$ cat src/rtl/correlator_pkg.sv
// rtl/correlator_pkg.sv - shared types and width helper for the pattern correlator
package correlator_pkg;

  typedef enum logic {
    SEARCH = 1'b0,
    LOCKED = 1'b1
  } state_t;

  function automatic int score_w(input int word_w);
    return $clog2(word_w + 1);
  endfunction

endpackage

$ cat src/rtl/bit_score.sv
// rtl/bit_score.sv - combinational count of word bits agreeing with the reference pattern
module bit_score
  import correlator_pkg::*;
#(
  parameter int                WORD_W  = 3,
  parameter logic [WORD_W-1:0] PATTERN = 3'b101,
  localparam int               SW      = score_w(WORD_W)
) (
  input  logic [WORD_W-1:0] word,
  output logic [SW-1:0]     score
);

  always_comb begin
    score = '0;
    for (int i = 0; i < WORD_W; i++) begin
      score = score + SW'(word[i] == PATTERN[i]);
    end
  end

endmodule

$ cat src/rtl/pattern_correlator.sv
// rtl/pattern_correlator.sv - per-word pattern score, hit counter and hysteretic lock detector
module pattern_correlator
  import correlator_pkg::*;
#(
  parameter int                WORD_W    = 3,
  parameter logic [WORD_W-1:0] PATTERN   = 3'b101,
  parameter int                THRESHOLD = 3,
  parameter int                LOCK_N    = 2,
  parameter int                MISS_N    = 2,
  parameter int                CNT_W     = 8,
  localparam int               SW        = score_w(WORD_W)
) (
  input  logic              clk,
  input  logic              rst,
  input  logic [WORD_W-1:0] word_in,
  input  logic              word_valid,
  input  logic              clear_count,
  output logic [SW-1:0]     score,
  output logic              score_valid,
  output logic              hit,
  output logic              locked,
  output logic [CNT_W-1:0]  hit_count,
  output logic              sat
);

  localparam int RUN_MAX = (LOCK_N > MISS_N) ? LOCK_N : MISS_N;
  localparam int RW      = $clog2(RUN_MAX + 1);

  logic          valid_d;
  logic          load;
  logic [SW-1:0] score_c;
  logic          hit_c;
  logic [RW-1:0] run_q, run_n, run_inc;
  state_t        state, state_n;

  bit_score #(.WORD_W(WORD_W), .PATTERN(PATTERN)) u_bit_score (
    .word  (word_in),
    .score (score_c)
  );

  assign load    = word_valid & ~valid_d;
  assign hit_c   = (score_c >= SW'(THRESHOLD));
  assign run_inc = run_q + RW'(1);
  assign locked  = (state == LOCKED);
  assign sat     = &hit_count;

  always_comb begin
    state_n = state;
    run_n   = run_q;
    if (load) begin
      case (state)
        SEARCH: begin
          if (!hit_c) begin
            run_n = '0;
          end else if (run_inc == RW'(LOCK_N)) begin
            state_n = LOCKED;
            run_n   = '0;
          end else begin
            run_n = run_inc;
          end
        end
        LOCKED: begin
          if (hit_c) begin
            run_n = '0;
          end else if (run_inc == RW'(MISS_N)) begin
            state_n = SEARCH;
            run_n   = '0;
          end else begin
            run_n = run_inc;
          end
        end
        default: begin
          state_n = SEARCH;
          run_n   = '0;
        end
      endcase
    end
  end

  // valid_d resets high so a strobe already asserted at reset release is ignored
  always_ff @(posedge clk) begin
    if (rst) begin
      valid_d     <= 1'b1;
      score       <= '0;
      score_valid <= 1'b0;
      hit         <= 1'b0;
      state       <= SEARCH;
      run_q       <= '0;
      hit_count   <= '0;
    end else begin
      valid_d     <= word_valid;
      score_valid <= load;
      state       <= state_n;
      run_q       <= run_n;
      if (load) begin
        score <= score_c;
        hit   <= hit_c;
      end
      if (clear_count) begin
        hit_count <= '0;
      end else if (load && hit_c && !sat) begin
        hit_count <= hit_count + CNT_W'(1);
      end
    end
  end

endmodule

$ cat config.mk
export PLATFORM = sky130hd
export DESIGN_NAME = pattern_correlator
export DESIGN_NICKNAME = d
export VERILOG_FILES = /design/src/rtl/correlator_pkg.sv /design/src/rtl/bit_score.sv /design/src/rtl/pattern_correlator.sv
export SDC_FILE = /design/constraint.sdc
export NUM_CORES = 1
export LEC_CHECK = 0
export ABC_AREA = 0
export ABC_CLOCK_PERIOD_IN_PS = 2000
export BUFFER_PORTS_ARGS = -buffer_cell sky130_fd_sc_hd__buf_2
export CAP_MARGIN = 20
export CORE_UTILIZATION = 40
export DETAILED_ROUTE_END_ITERATION = 12
export PLACE_DENSITY = 0.67
export SYNTH_ARGS = -nofsm -noshare
export SYNTH_HDL_FRONTEND = slang
export SYNTH_SLANG_ARGS = --single-unit
$ cat constraint.sdc
create_clock -name clk -period 2 [get_ports clk]
set_clock_uncertainty 0.05 [all_clocks]
set_input_delay 0.3 -clock clk [delete_from_list [all_inputs] [get_ports clk]]
set_output_delay 0.3 -clock clk [all_outputs]
set_load 0.02 [all_outputs]
## Word level (Yosys, flattened, before mapping)

Index checks and enable logic that the tools add are counted.

- $add $sub $neg: 4
- Magnitude comparators: 1
- Equality and inequality tests: 1
- Muxes and demuxes: 9
- Bitwise gates (word level): 4
- Reductions and logical operators: 5

Operators by type and width:

| operator | count |
|---|---|
| 8-bit by 1-bit adder with 8-bit output, second input constant | 1 |
| 8-bit AND reduction | 1 |
| 2-bit two-way mux | 3 |
| 1-bit two-way mux | 4 |
| 2-bit case mux with 2 select lines | 1 |
| 1-bit inverter | 3 |
| 1-bit by 1-bit adder with 2-bit output | 1 |
| 2-bit by 1-bit adder with 2-bit output | 1 |
| 2-bit by 1-bit adder with 2-bit output, second input constant | 1 |
| 2-bit == test, second input constant | 1 |
| 2-bit >= comparator, second input constant | 1 |
| 1-bit logical AND | 2 |
| 1-bit case mux with 2 select lines | 1 |
| 2-bit OR reduction | 1 |
| 1-bit AND | 1 |
| 1-bit logical NOT | 1 |

- Bits in registers: 16
- Word-level logic and storage cells: 31

## Longest topological paths before layout

Gate-level depths: netlist of run 1.

- Word-level depth: 6
- Mapped depth: 6
- Mapped depth without buffers: 6

## Modules after synthesis

From an unflattened synthesis of run 1, not the netlist that was laid out.

- Cell total of the unflattened synthesis: 80
- Area total of the unflattened synthesis: 735.7 um^2

Modules (own cells, without submodules):

| module | instances | cells an instance | area each (um^2) | seq. area each (um^2) |
|---|---|---|---|---|
| pattern_correlator | 1 | 75 | 700.7 | 320.3 |
| bit_score | 1 | 5 | 35.0 | 0.0 |

## Worst setup path after synthesis of run 1

OpenSTA, ideal clock, no wires.

- Path type: input to register
- From: input word_in[0]
- To: register hit_count[7]
- Setup time: 115 ps
- Arrival: 1,952 ps
- Required time: 1,835 ps
- Setup slack: -118 ps
- Stages on the path: 6
- Cell sequence: inv_1 > fa_1 > nor4b_4 > nand4_2 > or4_1 > and3_1

- Cells in the longest elaborated chain, start to end: 5

Ends and longest elaborated chain:

| item | line | text |
|---|---|---|
| start: declaration | pattern_correlator.sv:15 | `input logic [WORD_W-1:0] word_in,` |
| 1-bit by 1-bit adder with 2-bit output | bit_score.sv:16 | `score = score + SW'(word[i] == PATTERN[i]);` |
| 2-bit by 1-bit adder with 2-bit output | bit_score.sv:16 |  |
| 2-bit >= comparator | pattern_correlator.sv:42 | `assign hit_c = (score_c >= SW'(THRESHOLD));` |
| 1-bit logical AND (2 in series) | pattern_correlator.sv:101 | `end else if (load && hit_c && !sat) begin` |
| end signal: assignment | pattern_correlator.sv:102 | `hit_count <= hit_count + CNT_W'(1);` |
| end: declaration | pattern_correlator.sv:22 | `output logic [CNT_W-1:0] hit_count,` |

No other way between the ends.
A chain may end at the register's enable or synchronous reset.

## Worst setup path in the final report of run 1

Same ends and word-level chain as after synthesis.

==> flow_summary.json, run 1 <==
{
  "status": "finished, final reports clean",
  "cts_root_buf": "clkbuf_4",
  "synth_area_um2": 717,
  "first_pass_iters": 4,
  "clk_pin_slew_ps": 80,
  "use_met3_pct": 4.08,
  "busiest_layer": "met2",
  "cts_htree_levels": 1,
  "numPortBuffers": 20,
  "first_iter_violations": 5,
  "path_class": "in2reg",
  "tightest_slew_ps": 360,
  "whs_path_depth": 2,
  "start_util_pct": 45.0,
  "hold_buffers": 0,
  "rr_worst_depth": 4,
  "synth_top_area_share_pct": 44.7,
  "multi_input_area_um2": 380,
  "syn_inst": 77,
  "io_pins": 21,
  "clock_path_buffers": 2,
  "clkLatencyLatePin_ps": 280,
  "crit_slowest_cell": "fa_2",
  "nNetsFinal": 114,
  "period_share_pct": 91.6,
  "die-area_um2": 1970,
  "start_kind": "input pin",
  "p_leak_uw": 0.000435,
  "layout-drive-gt1-share_pct": 35.0,
  "grt_usage_pct": 16.6,
  "min_period_ps": 1830,
  "die_h_um": 44.3,
  "vias": 633,
  "grt_max_degree": 11,
  "synth_common_cells": "16 x dfxtp_1, 11 x nor2_1, 6 x a21oi_1",
  "antenna_found_initial": 0,
  "core_um2": 1590,
  "final-hold-violation-count": 0,
  "worst-path-buf-inv": 2,
  "grt_pass1_wl_um": 2350,
  "cp_top_family": "simple AND/OR/NAND/NOR gates",
  "ctsResizeCount": 0,
  "setup_violations": 0,
  "synth-edff-count": 0,
  "fin_tns_setup_ps": 0,
  "worst-path-stages": 7,
  "antenna_left": 0,
  "max_freq_mhz": 546,
  "drv_slew": 0,
  "max_stage_delay_ps": 450,
  "routedWlPerCell_um": 10.9,
  "rsz0062_at_grt": "false",
  "yosysWarnings": 0,
  "critPathArrivalTime_ps": 1960,
  "grt_pass1_vias": 572,
  "clock_sink_count": 16,
  "synth-seq-cells": 16,
  "grt_util_met2_pct": 23.5,
  "grt-ovfl-total": 0,
  "seqCellArea_um2": 320,
  "num_antenna_cells": 0,
  "drc": 0,
  "drv_cap": 0,
  "viasPerCell": 4.98,
  "place_congestion": 0.778,
  "fillers": 156,
  "postCtsSetupBuffers": 0,
  "rows": 14,
  "ys.flop_type": "dfxtp_1",
  "crit_path_end_kind": "flip-flop",
  "power_density_nw_per_um2": 609,
  "cp_max_fo": 5,
  "syn2layout_area_growth_pct": 25.8,
  "cts_tree": "yes",
  "hold_path.class": "in2reg",
  "fp.dieW_um": 44.3,
  "synthDistinctLibCells": 32,
  "numCtsBuffers": 3,
  "syn_area_per_cell_um2": 9.31,
  "async_reset_ff_share_pct": 0,
  "whs_ps": 198,
  "syn_nets": 86,
  "crit_chain": "buf_2 > inv_1 > fa_2 > nor4b_4 > nand4_2 > or4_1 > and3_1",
  "worstPathRequired_ps": 2130,
  "postRouteWirelength_um": 1380,
  "synth.most_common_cell": "dfxtp_1",
  "hpwl_um": 1080,
  "ys_seq_area_share_pct": 44.7,
  "use_met1_pct": 22.3,
  "synthTopCellsByArea": "dfxtp_1 45%, nor2_1 5.8%, a21oi_1 4.2%",
  "max_slew_margin_pct": 75.8,
  "synth_top_area_cell": "dfxtp_1",
  "vdd_drop_max_uv": 407
}
[per-stage QoR]
step                      area (um2)  std cells  power [uW]  worst slack [ps]  util (%)
after floorplan                  719         77         370             -69.5         -
after global placement           880        124         391             -74.5      55.2
after detailed placement         880        124         392              -127      55.2
after CTS                        902        127         560               175      56.6
after global routing             902        127         579              53.8      56.6
final                            902        127         549               168      56.6
[layer usage]
layer  vias to the layer above  routed length [um]
li1                        330                   -
met5                         -                   0
met2                        18                 611
met1                       281                 684
met4                         0                  21
met3                         4                  61
[sequential cells by signal, indices dropped and copies added (netlist names), named ones only]
register / flops
hit: 1
hit_count: 8
run_q: 2
score: 2
score_valid: 1
valid_d: 1
[cell type report]
cell class	instances	share of cell area, %
well taps	24	3.33
flip-flops and latches	16	35.5
inverters	3	1.25
repair buffers	25	15.3
clock buffers	3	2.50
multi-input cells	56	42.2
[placed cells by master (no fill, tap or decap), types with 3 or more instances in the layout]
master and n:
buf_4 5, dfxtp_1 16, clkbuf_4 3, inv_1 3, nand2_1 3, a21oi_1 6
nor2_1 11, o21ai_0 4, buf_2 20
[worst register-to-register path, stage by stage (launching register included)]
cell and delay, ps:
dfxtp_1 360, ha_1 230, and2_2 210, or4_1 460, and3_1 190
[kinds of logic after synthesis]
kind of cell               after synthesis  synth area share [%]
DFF                                     16                  44.7
buffers and inverters                    5                  2.62
muxes                                    2                  2.79
AOI/OAI and AO/OA                       16                  14.1
xor gates and xnor gates                 2                  2.44
and+or+nand+nor                         34                  28.8
adders and majority gates                2                  4.54
[worst paths after layout]
path,start,end,slack (ps)
setup / recovery,word_in[0],hit_count[7],170
setup reg to reg,hit_count[0],hit_count[7],400
hold / removal,word_valid,valid_d,200
hold reg to reg,run_q[0],run_q[0],440
[report_power, final]
group	switching [uW]	leakage [uW]	total [uW]	internal, uW
logic	30.2	0.000291	57.4	27.2
clock network	95.4	0.0000138	165	69.8
registers	3.26	0.000130	327	323
total	129	0.000435	549	420
Note: power is estimated with default switching activity, not from simulation.
==> run 2: changes to the inputs <==
Settings changed: ABC_AREA 0 to 1, CAP_MARGIN 20 to 10, CORE_ASPECT_RATIO from default to 1.4, PLACE_DENSITY 0.67 to 0.66.
==> flow_summary.json, run 2 <==
{
  "status": "finished, final reports clean",
  "largest_register": "hit_count",
  "period_share_pct": 92.5,
  "p_leak_uw": 0.000456,
  "cts_tree": "yes",
  "final_common_cell": "buf_2",
  "fp.dieW_um": 39.4,
  "synth-seq-cells": 16,
  "min_period_ps": 1850,
  "place_congestion": 0.704,
  "drc": 0,
  "nNetsFinal": 142,
  "hold_start": "rst",
  "synth_common_cells": "19 x nand2_1, 18 x inv_1, 16 x dfxtp_1, 16 x nor2_1, 10 x nand3_1",
  "min_to": "hit",
  "ys.flop_type": "dfxtp_1",
  "r2r-end": "hit_count[0]",
  "antenna_found_initial": 0,
  "vias": 718,
  "syn2layout_area_growth_pct": 19.0,
  "critPathArrivalTime_ps": 1500,
  "fin_tns_setup_ps": 0,
  "largestRegisters": "hit_count (8), run_q (2), score (2)",
  "final-hold-violation-count": 0,
  "whs_path_depth": 2,
  "grt-ovfl-total": 0,
  "cts_root_buf": "clkbuf_4",
  "r2r_start": "hit_count[1]",
  "grt_pass1_wl_um": 2340,
  "worstPathRequired_ps": 1650,
  "clock_path_buffers": 2,
  "ctsResizeCount": 0,
  "clk_pin_slew_ps": 90,
  "synth_area_um2": 783,
  "path_class": "reg2out",
  "syn_inst": 108,
  "largest_reg_flops": 8,
  "max_freq_mhz": 540,
  "hpwl_um": 1190,
  "numCtsBuffers": 3,
  "syn_nets": 117,
  "rr_worst_depth": 8,
  "core_um2": 1800,
  "yosysWarnings": 0,
  "rsz0062_at_grt": "false",
  "worst-path-buf-inv": 2,
  "grt_max_degree": 9,
  "first_iter_violations": 6,
  "layout-drive-gt1-share_pct": 26.0,
  "grt_usage_pct": 16.1,
  "crit_slowest_cell": "dfxtp_1",
  "synthTopCellsByArea": "dfxtp_1 41%, nand2_1 9.1%, inv_1 8.6%",
  "first_pass_iters": 4,
  "synth-edff-count": 0,
  "max_stage_delay_ps": 380,
  "setup_violations": 0,
  "cp_max_fo": 7,
  "syn_area_per_cell_um2": 7.25,
  "postCtsSetupBuffers": 0,
  "viasPerCell": 4.75,
  "cts_htree_levels": 1,
  "start_kind": "flip-flop",
  "io_pins": 21,
  "antenna_left": 0,
  "ys_seq_area_share_pct": 40.9,
  "synth_top_area_cell": "dfxtp_1",
  "routedWlPerCell_um": 9.52,
  "crit_chain": "ha_1 > nand2_1 > nor2_1 > nand2_2 > inv_1 > buf_2",
  "hold_path.class": "in2reg",
  "postRouteWirelength_um": 1440,
  "power_density_nw_per_um2": 591,
  "cp_top_family": "flip-flops",
  "r2r_setup_slack_ps": 610,
  "drv_slew": 0,
  "fillers": 200,
  "final_cell_area_um2": 932,
  "synth.most_common_cell": "nand2_1",
  "final_core_util_pct": 51.7,
  "crit_path_end_kind": "output pin",
  "async_reset_ff_share_pct": 0,
  "clkLatencyLatePin_ps": 280,
  "vdd_drop_max_uv": 397,
  "drv_cap": 0,
  "synthDistinctLibCells": 18,
  "numPortBuffers": 20,
  "die_h_um": 54.4,
  "clock_sink_count": 16,
  "final_cell_mix": "20 x buf_2, 19 x nand2_1, 18 x inv_1",
  "rows": 18,
  "grt_pass1_vias": 614,
  "tightest_slew_ps": 484,
  "placed_area_um2": 908,
  "hold_buffers": 0,
  "synth_top_area_share_pct": 40.9,
  "start_util_pct": 43.5,
  "whs_ps": 154,
  "num_antenna_cells": 0,
  "die-area_um2": 2140,
  "max_slew_margin_pct": 67.6
}
-- run 2: worst reg2reg max path, stage by stage, from the launching register on --
cell and delay [ps]:
dfxtp_1 380, ha_1 230, nand2_1 90, nor2_1 120, nand2_2 130, nand2_4 110
inv_4 50, nor2_1 90, nor2_1 50
-- run 2: kinds of logic after synthesis --
family	after synthesis	share of synthesized area, %
flip-flops	16	40.9
AND/OR/NAND/NOR	58	36.4
adder cells (fa/ha/maj)	2	4.15
AO/OA/AOI/OAI	13	9.11
buffers and inverters	19	9.42
-- run 2: report_power, final --
part	switching (uW)	internal, uW
combinational	35.3	20.4
clock	97.1	69.9
sequential	3.66	324
total	136	415
-- run 2: how the worst max path moves through the flow --
stage,start,endpoint,slack [ps],cells past startpoint
floorplan,word_in[0],hit_count[7],390,8
global placement,word_in[0],hit_count[7],250,9
detailed placement,word_in[0],hit_count[7],190,9
CTS,hit_count[0],sat,80,6
global route,hit_count[1],sat,8,6
finish,hit_count[1],sat,150,6
-- run 2: cell type report --
cell class | instances | area (um2) | share of cell area (%)
multi-input combinational | 73 | 389 | 41.7
tap | 20 | 25.0 | 2.68
sequential | 16 | 322 | 34.5
clock buffer | 3 | 22.5 | 2.42
inverter | 19 | 73.8 | 7.92
timing repair buffer | 20 | 100 | 10.7
-- run 2: layer usage --
layer | vias up | GRT usage, % | part of all wire [%]
met1 | 311 | 16.9 | 43
met4 | 0 | 10.3 | 2.6
met3 | 5 | 3.66 | 3.5
met5 | - | 0 | 0
li1 | 388 | - | -
met2 | 14 | 27.9 | 51
-- run 2: per-stage QoR --
| step | power (uW) | worst slack [ps] | instances |
|---|---|---|---|
| global placement | 391 | 247 | 148 |
| CTS | 561 | 76.8 | 151 |
| finish | 551 | 149 | 151 |
| floorplan | 374 | 388 | 108 |
| detailed placement | 392 | 186 | 148 |
| global route | 580 | 7.82 | 151 |
==> run 3: changes to the inputs <==
Settings changed: ABC_CLOCK_PERIOD_IN_PS 2000 to 2100, CORE_ASPECT_RATIO 1.4 to default, CORE_UTILIZATION 40 to 49, PLACE_DENSITY 0.66 to default, PLACE_DENSITY_LB_ADDON from default to 0.12.
Clock period 2 ns to 2.1 ns, I/O delays scaled along.
==> flow_summary.json, run 3 (synthesis gave the netlist of run 2 again) <==
{
  "largestRegisters": "hit_count (8), run_q (2), score (2)",
  "cts_tree": "yes",
  "p_switching_uw": 129,
  "final_cell_mix": "20 x buf_2, 19 x nand2_1, 18 x inv_1",
  "min_period_ps": 1910,
  "power_density_nw_per_um2": 566,
  "start_kind": "flip-flop",
  "r2r_start": "hit_count[0]",
  "syn2layout_area_growth_pct": 18.2,
  "crit_path_end_kind": "output pin",
  "largest_register": "hit_count",
  "drc": 1,
  "first_pass_iters": 8,
  "drv_cap": 0,
  "setup_violations": 0,
  "ctsResizeCount": 0,
  "viasPerCell": 4.76,
  "grt_pass1_wl_um": 2630,
  "period_share_pct": 91.0,
  "max_freq_mhz": 523,
  "drv_slew": 0,
  "final-hold-violation-count": 0,
  "largest_reg_flops": 8,
  "tightest_slew_ps": 510,
  "cp_max_fo": 7,
  "die-area_um2": 1760,
  "postCtsSetupBuffers": 0,
  "clkLatencyLatePin_ps": 280,
  "grt-ovfl-total": 0,
  "p_leak_uw": 0.000455,
  "numPortBuffers": 20,
  "max_slew_margin_pct": 65.9,
  "clk_pin_slew_ps": 90,
  "fp.dieW_um": 42.0,
  "hold_buffers": 0,
  "crit_start": "hit_count[0]",
  "num_antenna_cells": 0,
  "status": "finished, violations left",
  "swShare_pct": 24.7,
  "fin_tns_setup_ps": 0,
  "antenna_found_initial": 0,
  "power_frac_clock_pct": 30.2,
  "die_h_um": 42.0,
  "intPower_uw": 395,
  "layout-drive-gt1-share_pct": 25.2,
  "rows": 14,
  "core_um2": 1510,
  "cts_root_buf": "clkbuf_4",
  "critPathArrivalTime_ps": 1550,
  "io_pins": 21,
  "whs_ps": 187,
  "hold_path.class": "in2reg",
  "first_iter_violations": 17,
  "vdd_drop_max_uv": 437,
  "start_util_pct": 52.0,
  "final_common_cell": "buf_2",
  "antenna_left": 0,
  "nNetsFinal": 142,
  "rsz0062_at_grt": "false",
  "hold_start": "rst",
  "sequentialPowerShare_pct": 59.6,
  "routedWlPerCell_um": 9.44,
  "combPwrFrac_pct": 10.3,
  "grt_usage_pct": 19.1,
  "postRouteWirelength_um": 1390,
  "numCtsBuffers": 3,
  "worstPathRequired_ps": 1740,
  "grt_max_degree": 9,
  "place_congestion": 0.780,
  "vias": 700,
  "hpwl_um": 1070,
  "clock_sink_count": 16,
  "grt_pass1_vias": 614,
  "violations": "design-rule violations",
  "path_class": "reg2out",
  "clock_path_buffers": 2,
  "cts_htree_levels": 1
}
-- run 3: path summary, 6_finish.rpt --
path | depth (start not counted) | to | slack (ps)
worst max-delay path | 6 | sat | 190
worst min register to register | 2 | run_q[1] | 390
worst max register to register | 9 | hit_count[0] | 670
worst min-delay path | 2 | hit | 190
-- run 3: critical path, cell delays in order, from the launching register on --
cell	delay, ps
dfxtp_1	420
ha_1	240
nand2_1	80
nor2_1	120
nand2_2	130
inv_1	110
buf_2	170
-- run 3: cell type report --
type | count | area (um2)
Multi-Input combinational cell | 73 | 389
Sequential cell | 16 | 320
Tap cell | 16 | 20.0
Clock buffer | 3 | 22.5
Inverter | 19 | 73.8
Fill cell | 138 | 581
Timing Repair Buffer | 20 | 100
-- run 3: power groups by stage --
stage,Sequential (uW),Clock (uW),Combinational (uW)
after floorplan,324,0,32.5
after global placement,319,0,52.9
after detailed placement,320,0,53.9
after CTS,313,163,54.2
after global routing,313,177,62.1
final,312,158,53.8
-- run 3: per-layer routing --
layer | GRT usage [%] | up-vias | share of wire, %
met2 | 27.8 | 13 | 40
met4 | 5.81 | 0 | 0.94
met1 | 27.6 | 291 | 55
met5 | 0 | - | 0
met3 | 5.17 | 2 | 3.7
li1 | - | 394 | -
-- run 3: per-stage QoR --
| step | utilization (%) | setup WS (ps) | cells | cell area, um2 | total power, uW |
|---|---|---|---|---|---|
| 2_1_floorplan | - | 473 | 108 | 783 | 357 |
| 3_3_place_gp | 60.0 | 323 | 144 | 903 | 372 |
| 4_1_cts | 61.5 | 171 | 147 | 926 | 529 |
| 5_1_grt | 61.5 | 39.4 | 147 | 926 | 552 |
| 6_report | 61.5 | 189 | 147 | 926 | 524 |
| 3_5_place_dp | 60.0 | 272 | 144 | 903 | 374 |
